===== config.mk =====
export PLATFORM = sky130hd
export DESIGN_NAME = edf_irq_sink
export DESIGN_NICKNAME = d
export VERILOG_FILES = /design/src/rtl/edf_irq_sink.sv
export SDC_FILE = /design/constraint.sdc
export NUM_CORES = 1
export LEC_CHECK = 0
export CAP_MARGIN = 20
export CORE_ASPECT_RATIO = 0.75
export CORE_MARGIN = 2
export CORE_UTILIZATION = 38
export DETAILED_ROUTE_END_ITERATION = 12
export GPL_ROUTABILITY_DRIVEN = 0
export GPL_TIMING_DRIVEN = 0
export SLEW_MARGIN = 20
export SYNTH_ARGS = -nofsm -noshare
export SYNTH_HDL_FRONTEND = slang
export SYNTH_SLANG_ARGS = --single-unit

===== constraint.sdc =====
create_clock -name clk_i -period 3.1 [get_ports clk_i]
set_clock_uncertainty 0.1 [all_clocks]
set_input_delay 0.62 -clock clk_i [delete_from_list [all_inputs] [get_ports clk_i]]
set_output_delay 0.62 -clock clk_i [all_outputs]
set_load 0.03 [all_outputs]

===== src/rtl/edf_irq_sink.sv =====
// rtl/edf_irq_sink.sv - EDF interrupt sink: claims earlier-deadline winners and tracks nesting on a deadline stack.
// Optional deadline-miss detection is compiled in with EDF_IRQ_SINK_MISS_EN.
module edf_irq_sink #(
    parameter int NrIrqs  = 4,
    parameter int TsWidth = 24,
    parameter int Depth   = 4,
    localparam int IdWidth = $clog2(NrIrqs),
    localparam int DpWidth = $clog2(Depth + 1)
) (
    input  logic               clk_i,
    input  logic               rst_ni,
    input  logic               irq_valid_i,
    input  logic [IdWidth-1:0] irq_id_i,
    input  logic [TsWidth-1:0] irq_dl_i,
    output logic               irq_ack_o,
    output logic [IdWidth-1:0] irq_id_o,
    output logic               core_irq_req_o,
    output logic [IdWidth-1:0] core_irq_id_o,
    input  logic               core_irq_ack_i,
    input  logic               core_mret_i,
    input  logic [63:0]        mtime_i,
    output logic [IdWidth-1:0] cur_id_o,
    output logic [TsWidth-1:0] cur_dl_o,
    output logic [DpWidth-1:0] depth_o,
    output logic               dl_miss_o
);

    typedef enum logic [1:0] {
        S_IDLE,
        S_CLAIM,
        S_NOTIFY
    } state_e;

    localparam logic [DpWidth-1:0] DepthMax = DpWidth'(Depth);

    // Wrap-aware ordering: a is earlier than b when (a-b) is negative modulo 2^TsWidth.
    function automatic logic earlier(input logic [TsWidth-1:0] a, input logic [TsWidth-1:0] b);
        logic [TsWidth-1:0] diff;
        diff = a - b;
        return diff[TsWidth-1];
    endfunction

    state_e             r_state;
    state_e             w_state_nxt;
    logic               w_accept;
    logic               w_push;
    logic               w_pop;
    logic [IdWidth-1:0] r_pend_id;
    logic [TsWidth-1:0] r_pend_dl;
    logic [DpWidth-1:0] r_depth;
    // Entry 0 is always the top; emptied slots are zeroed so the top reads 0 when empty.
    logic [IdWidth-1:0] r_stk_id [Depth];
    logic [TsWidth-1:0] r_stk_dl [Depth];
    logic               w_unused_mtime;

    assign w_pop = core_mret_i && (r_depth != '0);

    always_comb begin
        w_state_nxt = r_state;
        w_accept    = 1'b0;
        w_push      = 1'b0;
        case (r_state)
            S_IDLE: begin
                if (irq_valid_i && (r_depth < DepthMax) &&
                    ((r_depth == '0) || earlier(irq_dl_i, r_stk_dl[0]))) begin
                    w_accept    = 1'b1;
                    w_state_nxt = S_CLAIM;
                end
            end
            S_CLAIM: w_state_nxt = S_NOTIFY;
            S_NOTIFY: begin
                if (core_irq_ack_i) begin
                    w_push      = 1'b1;
                    w_state_nxt = S_IDLE;
                end
            end
            default: w_state_nxt = S_IDLE;
        endcase
    end

    always_ff @(posedge clk_i or negedge rst_ni) begin
        if (!rst_ni) begin
            r_state   <= S_IDLE;
            r_pend_id <= '0;
            r_pend_dl <= '0;
        end else begin
            r_state <= w_state_nxt;
            if (w_accept) begin
                r_pend_id <= irq_id_i;
                r_pend_dl <= irq_dl_i;
            end
        end
    end

    always_ff @(posedge clk_i or negedge rst_ni) begin
        if (!rst_ni) begin
            r_depth <= '0;
            for (int i = 0; i < Depth; i++) begin
                r_stk_id[i] <= '0;
                r_stk_dl[i] <= '0;
            end
        end else if (w_pop && !w_push) begin
            r_depth <= r_depth - 1'b1;
            for (int i = 0; i < Depth - 1; i++) begin
                r_stk_id[i] <= r_stk_id[i+1];
                r_stk_dl[i] <= r_stk_dl[i+1];
            end
            r_stk_id[Depth-1] <= '0;
            r_stk_dl[Depth-1] <= '0;
        end else if (w_push && !w_pop) begin
            r_depth     <= r_depth + 1'b1;
            r_stk_id[0] <= r_pend_id;
            r_stk_dl[0] <= r_pend_dl;
            for (int i = 1; i < Depth; i++) begin
                r_stk_id[i] <= r_stk_id[i-1];
                r_stk_dl[i] <= r_stk_dl[i-1];
            end
        end else if (w_push && w_pop) begin
            r_stk_id[0] <= r_pend_id;
            r_stk_dl[0] <= r_pend_dl;
        end
    end

    assign irq_ack_o      = (r_state == S_CLAIM);
    assign irq_id_o       = irq_ack_o ? r_pend_id : '0;
    assign core_irq_req_o = (r_state == S_NOTIFY);
    assign core_irq_id_o  = core_irq_req_o ? r_pend_id : '0;
    assign cur_id_o       = r_stk_id[0];
    assign cur_dl_o       = r_stk_dl[0];
    assign depth_o        = r_depth;

`ifdef EDF_IRQ_SINK_MISS_EN
    logic r_miss;

    always_ff @(posedge clk_i or negedge rst_ni) begin
        if (!rst_ni) begin
            r_miss <= 1'b0;
        end else if (w_push || w_pop) begin
            r_miss <= 1'b0;
        end else if ((r_depth != '0) && earlier(r_stk_dl[0], mtime_i[TsWidth-1:0])) begin
            r_miss <= 1'b1;
        end
    end

    assign dl_miss_o = r_miss;
`else
    assign dl_miss_o = 1'b0;
`endif

    assign w_unused_mtime = ^mtime_i;

endmodule


==> results.yml, run 1 <==
timing:
  max_freq_ghz: 0.342
  finalMaxSlewViolations: 0
  worstMarginPinSlew_ps: 1000
  fin_crit_ps: 2930
  hold_viol_final: 0
  rsz0062_at_grt: "no"
  slew_headroom_pct: 33.3
  setup_tns_ps: 0
  setup_viol: 0
  fin_ws_ps: 173
  min_period_over_period_pct: 94.4
hold_path:
  min_path_type: "register to register"
  min_to: "cur_id_o[0]$_DFFE_PN0P_"
  hold_start: "cur_id_o[0]$_DFFE_PN0P_"
  whs_path_depth: 2
floorplan:
  ioPinCount: 131
  fp-row-count: 46
  fp.dieH_um: 130
  die_area_um2: 22500
  coreArea_um2: 21000
  die_x_um: 173
  start_util_pct: 38.6
layout:
  diodes: 0
  drive_above_1_share_pct: 13.3
  fin_cells: 1261
  final_area_um2: 9750
  fin_nets: 1080
  syn_to_final_growth_pct: 20.4
clock_tree:
  clk_latency_ps: 420
  cts_buffer_depth: 2
  cts_root_buf: "clkbuf_16"
  clkTransAtPathRegs_ps: 60
  cts.sinks: 135
  cts_tree: "built"
  numCtsBuffers: 17
  htreeDepth: 4
pwr:
  cellLeakagePower_nw: 4.32
  p_total_mw: 11.2
  peakVddDrop_uv: 520
  pwr_density_cell_nw_per_um2: 1150
flow_run:
  maxCapViolCount: 0
setup_path:
  cp_slowest_cell: "clkdlybuf4s50_1"
  cp.depth: 10
  start_kind: "primary input"
  path_cells: "clkdlybuf4s50_1 > ha_1 > a21o_1 > a31oi_2 > o21ai_1 > clkbuf_2 > a31o_4 > buf_4 > a22oi_1 > nand3_1"
  crit_arrival_ps: 3120
  worstPathMaxFanout: 10
  cp_slowest_stage_delay_ps: 520
  r2r_start: "depth_o[1]$_DFFE_PN0P_"
  crit_buf_inv: 3
  reg2reg_setup_slack_ps: 290
  worstPathRequired_ps: 3290
  path_delay_family: "compound AO/OA/AOI/OAI gates"
  worst-setup-path-type: "primary input to register"
  cp-end-kind: "register"
  reg2reg_depth: 10
  reg2reg_to: "depth_o[2]$_DFFE_PN0P_"
grt:
  antenna_found_initial: 0
  grt_start_max_net_pins: 96
  grt-ovfl-total: 0
  grt_pass1_wl_um: 36900
  grt_pass1_vias: 6437
  grt_use_total_pct: 21.1
synthesis:
  synth_cell_types: 49
  syn_avg_cell_area_um2: 9.26
  syn_inst: 875
  yosys_warnings: 0
  synth_fa_ha_area_share_pct: 3.95
  synthArstFlopShare_pct: 100
  seq_area_frac_synth_pct: 41.7
  synth-edff-count: 0
  synth_nets: 995
  synthFlopType: "dfrtp_1"
  muxShareOfSynthArea_pct: 12.9
  netlist_area_um2: 8100
  synth_compound_area_share_pct: 18.2
  synth-seq-cells: 135
  synth-xor-area-share_pct: 0.633
  synth_simple_gate_area_share_pct: 14.8
  synth_top_family_by_area: "compound AO/OA/AOI/OAI gates"
route:
  firstDrtPassIters: 5
  drt_iter0_drc: 611
  ant_nets: 0
  drt-vias-per-instance: 5.38
  post_drt_wl_per_cell_um: 18.3
  postRouteWirelength_um: 23100
  dr_total_vias: 6782
  drcViolationCount: 0
placement:
  dp.cells: 1229
  postPlaceCellArea_um2: 9140
  hpwlAfterDp_um: 16500
  portBuffers: 65
  dp_slack_ps: -546
status:
  outcome: "completed"
## per-layer routing
layer | global-route usage, % | part of all wire [%]
met3 | 3.18 | 5.1
met2 | 32.7 | 44
met5 | 0 | 0
met4 | 5.43 | 1.2
met1 | 31.0 | 50
## kinds of logic after synthesis
kind of cell	Yosys count
other cells	1
fa+ha+maj	25
xor+xnor	5
compound gates	233
simple gates	248
buf+inv	124
mux	104
flops	135
## through the flow
stage	util, %	hold slack (ps)
final	46.4	428
after CTS	46.3	431
after global placement	43.4	415
after global routing	46.4	460
after detailed placement	43.5	415
after floorplan	-	224
## placed cells by master, fill, tap and decap left out, types with 2 or more instances in the layout
master,count
clkinv_4,3
clkinvlp_4,2
a21o_1,3
buf_2,10
a41oi_1,25
o21ai_1,2
and2_1,32
xnor2_1,3
buf_1,12
nand3_1,27
a21oi_1,111
nor2b_1,27
a31o_2,26
inv_1,28
clkbuf_1,25
mux2i_1,104
clkbuf_8,5
clkbuf_2,7
clkbuf_16,17
nand4_1,4
clkdlybuf4s50_1,64
dfrtp_1,135
buf_6,4
o21ai_0,29
a22oi_1,25
clkinv_2,5
nand2_1,86
a311oi_1,2
ha_1,24
buf_4,35
nor2_1,59
nor2_4,2
## report_power, final
group / switching (mW) / internal, mW / leakage, nW
Combinational: 3.27 / 2.56 / 2.50
Clock: 0.790 / 1.13 / 0.278
Sequential: 0.822 / 2.63 / 1.54
## state kept, by name (all words and copies together) (netlist names)
| name | cells |
|---|---|
| r_stk_dl | 72 |
| cur_dl_o | 24 |
| r_pend_dl | 24 |
| r_stk_id | 6 |
| depth_o | 3 |
| cur_id_o | 2 |
| r_pend_id | 2 |
| r_state | 2 |
## layout make-up
class                   instances  area (um2)
multi-input cells             616        4110
plain buffers                  93         532
fillers                      2011       11300
well taps                     288         360
flip-flops and latches        135        3380
inverters                      29         110
clock inverters                10        70.1
clock buffers                  22         494
repair buffers                 68         701
## worst max-delay path by stage
stage	startpoint	to	slack, ps
detailed placement	core_mret_i	depth_o[2]$_DFFE_PN0P_	-550
finish	irq_dl_i[2]	r_pend_dl[18]$_DFFE_PN0P_	170
CTS	irq_dl_i[2]	r_pend_dl[18]$_DFFE_PN0P_	20
global placement	rst_ni	r_stk_dl[11]$_DFFE_PN0P_	-4370
global route	irq_dl_i[18]	r_pend_id[0]$_DFFE_PN0P_	10
floorplan	r_state[0]$_DFFE_PN0P_	depth_o[2]$_DFFE_PN0P_	450
## worst min-delay path, stage by stage, from the launching register on
cell     delay (ps)
dfrtp_1         380
nand2_1          50
o21ai_0          60
## synth_stat cells, types with 2 or more instances
cell / number / area (um2)
a21o_1: 3 / 22.5
a21oi_1: 111 / 556
a221oi_1: 2 / 17.5
a22oi_1: 25 / 188
a311oi_1: 2 / 17.5
a31o_2: 26 / 228
a41oi_1: 25 / 219
and2_1: 32 / 200
buf_1: 13 / 48.8
buf_2: 12 / 60.1
buf_4: 33 / 248
buf_6: 4 / 45.0
clkbuf_1: 33 / 124
dfrtp_1: 135 / 3380
ha_1: 24 / 300
inv_1: 28 / 105
mux2i_1: 104 / 1040
nand2_1: 86 / 323
nand3_1: 27 / 135
nand4_1: 4 / 25.0
nor2_1: 59 / 221
nor2_4: 2 / 22.5
nor2b_1: 27 / 169
nor3_1: 2 / 10.0
o21ai_0: 29 / 145
o21ai_1: 2 / 10.0
xnor2_1: 3 / 26.3
## repair_timing
action,4_1_cts,5_1_grt
endpoints found under the hold margin,36,0
setup buffers,1,0
hold buffers,1,0
pin swaps,1,1
resized for setup,2,17
endpoints found under the setup margin,5,26
No activity file was read; power rests on OpenSTA's default activity.
==> run 2, diff against run 1 <==
Settings changed: ABC_AREA from default to 1, CAP_MARGIN 20 to default.
==> results.yml, run 2 <==
synthesis:
  synth_top_cell_by_area: "dfrtp_1"
  syn_avg_cell_area_um2: 8.53
  synth_common_cells: "159 x o21ai_0, 135 x dfrtp_1, 112 x a21oi_1"
  netlist_area_um2: 6660
  synth_nets: 901
  seq_area_frac_synth_pct: 50.7
  syn_inst: 781
  synth-edff-count: 0
  synth_most_common_cell: "o21ai_0"
  synth.area.top_cells: "dfrtp_1 51%, o21ai_0 12%, a21oi_1 8.4%"
  synthFlopType: "dfrtp_1"
  synth_cell_types: 25
  synth-seq-cells: 135
  synthArstFlopShare_pct: 100
  synth_top_area_share_pct: 50.7
  yosys_warnings: 0
route:
  post_drt_wl_per_cell_um: 16.4
  ant_nets: 0
  drt-vias-per-instance: 4.89
  postRouteWirelength_um: 18300
  dr_total_vias: 5453
  drcViolationCount: 0
  firstDrtPassIters: 5
  drt_iter0_drc: 341
timing:
  fin_crit_ps: 2860
  setup_viol: 0
  slew_headroom_pct: 53.7
  rsz0062_at_grt: "no"
  finalMaxSlewViolations: 0
  fin_ws_ps: 237
  setup_tns_ps: 0
  min_period_over_period_pct: 92.4
  hold_viol_final: 0
  worstMarginPinSlew_ps: 695
  max_freq_ghz: 0.349
layout:
  regMostFlops: "r_stk_dl"
  layout_common_cells: "159 x o21ai_0, 135 x dfrtp_1, 112 x a21oi_1"
  regArea_um2: 3380
  mostFrequentLayoutCell: "o21ai_0"
  largest_reg_flops: 72
  fill_cells: 1653
  syn_to_final_growth_pct: 23.1
  fin_nets: 987
  multi_input_area_um2: 2470
  drive_above_1_share_pct: 10.3
  diodes: 0
floorplan:
  ioPinCount: 131
  start_util_pct: 39.2
  die_area_um2: 18600
  die_x_um: 157
  fp-row-count: 41
  coreArea_um2: 17000
  fp.dieH_um: 119
clock_tree:
  cts_tree: "built"
  numCtsBuffers: 17
  post_cts_buffers: 0
  cts_root_buf: "clkbuf_16"
  htreeDepth: 4
  cts_buffer_depth: 2
  cts.sinks: 135
  clk_latency_ps: 420
  clkTransAtPathRegs_ps: 60
pwr:
  peakVddDrop_uv: 472
  pwr_density_cell_nw_per_um2: 1180
  cellLeakagePower_nw: 3.88
grt:
  grt_start_max_net_pins: 91
  grt_pass1_vias: 5348
  grt_pass1_wl_um: 29800
  antenna_found_initial: 0
  grt-ovfl-total: 0
  grt_use_total_pct: 20.9
placement:
  portBuffers: 65
  dp_slack_ps: -88.1
  hpwlAfterDp_um: 13000
status:
  outcome: "completed"
setup_path:
  path_cells: "clkdlybuf4s50_1 > nand2_1 > ha_1 > clkbuf_1 > inv_1 > clkbuf_1 > o21ai_0 > a21oi_1 > a21oi_1"
  cp_slowest_stage_delay_ps: 500
  start_kind: "primary input"
  worst-setup-path-type: "primary input to register"
  cp_slowest_cell: "clkdlybuf4s50_1"
  worstPathRequired_ps: 3280
  worstPathMaxFanout: 10
  cp-end-kind: "register"
  crit_arrival_ps: 3040
hold_path:
  min_path_type: "register to register"
flow_run:
  maxCapViolCount: 0
==> run 2: changes by cell type after synthesis, moves of 25 or more <==
cell,previous run,this run
o21ai_0,29,159
mux2i_1,104,0
inv_1,28,103
nor2_1,59,12
and2_1,32,0
nor2b_1,27,0
a31o_2,26,0
a22oi_1,25,0
a41oi_1,25,0
==> run 2: cell families after synthesis <==
logic type,after synthesis,share of synthesized area (%)
adders and majority gates,25,4.81
AOI/OAI and AO/OA,272,20.5
and+or+nand+nor,168,11.4
other,1,0.0563
buffers and inverters,177,12.2
DFF,135,50.7
xor gates and xnor gates,3,0.394
==> run 2: metal layers <==
| layer | GRT usage (%) | vias to the layer above | wire [um] |
|---|---|---|---|
| met5 | 0 | - | 0 |
| met2 | 29.9 | 147 | 7670 |
| met4 | 5.50 | 0 | 192 |
| met3 | 4.66 | 17 | 1110 |
| li1 | - | 2700 | - |
| met1 | 31.7 | 2589 | 9290 |
==> run 2: cell type report <==
type	count	area share [%]
buffer	71	5.02
clock buffer	23	5.83
clock inverter	9	0.915
inverter	106	4.85
multi-input combinational	469	30.2
sequential	135	41.2
tap	236	3.60
timing repair buffer	67	8.45
==> run 2: per-stage QoR <==
| step | instances | cell area [um2] | total power, mW | utilization (%) | hold WS (ps) |
|---|---|---|---|---|---|
| after floorplan | 781 | 6660 | 6.17 | - | 224 |
| after global placement | 1082 | 7610 | 7.68 | 44.8 | 361 |
| after detailed placement | 1083 | 7640 | 7.77 | 45.0 | 368 |
| after CTS | 1116 | 8200 | 9.71 | 48.3 | 380 |
| after global routing | 1116 | 8200 | 10.5 | 48.3 | 398 |
| final | 1116 | 8200 | 9.67 | 48.3 | 382 |
==> run 2: what timing repair did <==
action,in CTS,in global routing
gates resized for setup,0,0
endpoints found under the hold margin,34,0
hold buffers,1,0
==> run 2: path summary, 6_finish.rpt <==
kind                                     startpoint                        to  slack (ps)  cells past startpoint
hold / removal             r_pend_dl[9]$_DFFE_PN0P_  r_pend_dl[9]$_DFFE_PN0P_         380                      2
setup reg to reg             depth_o[0]$_DFFE_PN0P_  cur_dl_o[12]$_DFFE_PN0P_         240                     10
hold reg to reg            r_pend_dl[9]$_DFFE_PN0P_  r_pend_dl[9]$_DFFE_PN0P_         380                      2
min in group asynchronous                    rst_ni  cur_dl_o[11]$_DFFE_PN0P_         570                      2
setup / recovery                        core_mret_i  cur_dl_o[12]$_DFFE_PN0P_         240                      9
max in group asynchronous                    rst_ni   cur_dl_o[1]$_DFFE_PN0P_        1580                      3
==> run 2: report_power, final <==
group | internal [mW] | switching [mW]
Combinational | 1.68 | 2.97
Sequential | 2.65 | 0.468
Clock | 1.16 | 0.752
==> run 2: critical path, delay by kind of cell <==
family	cells	cell delay [ps]
buffers and inverters	4	1540
adders and majority gates	1	200
AOI/OAI and AO/OA	3	590
and+or+nand+nor	1	90
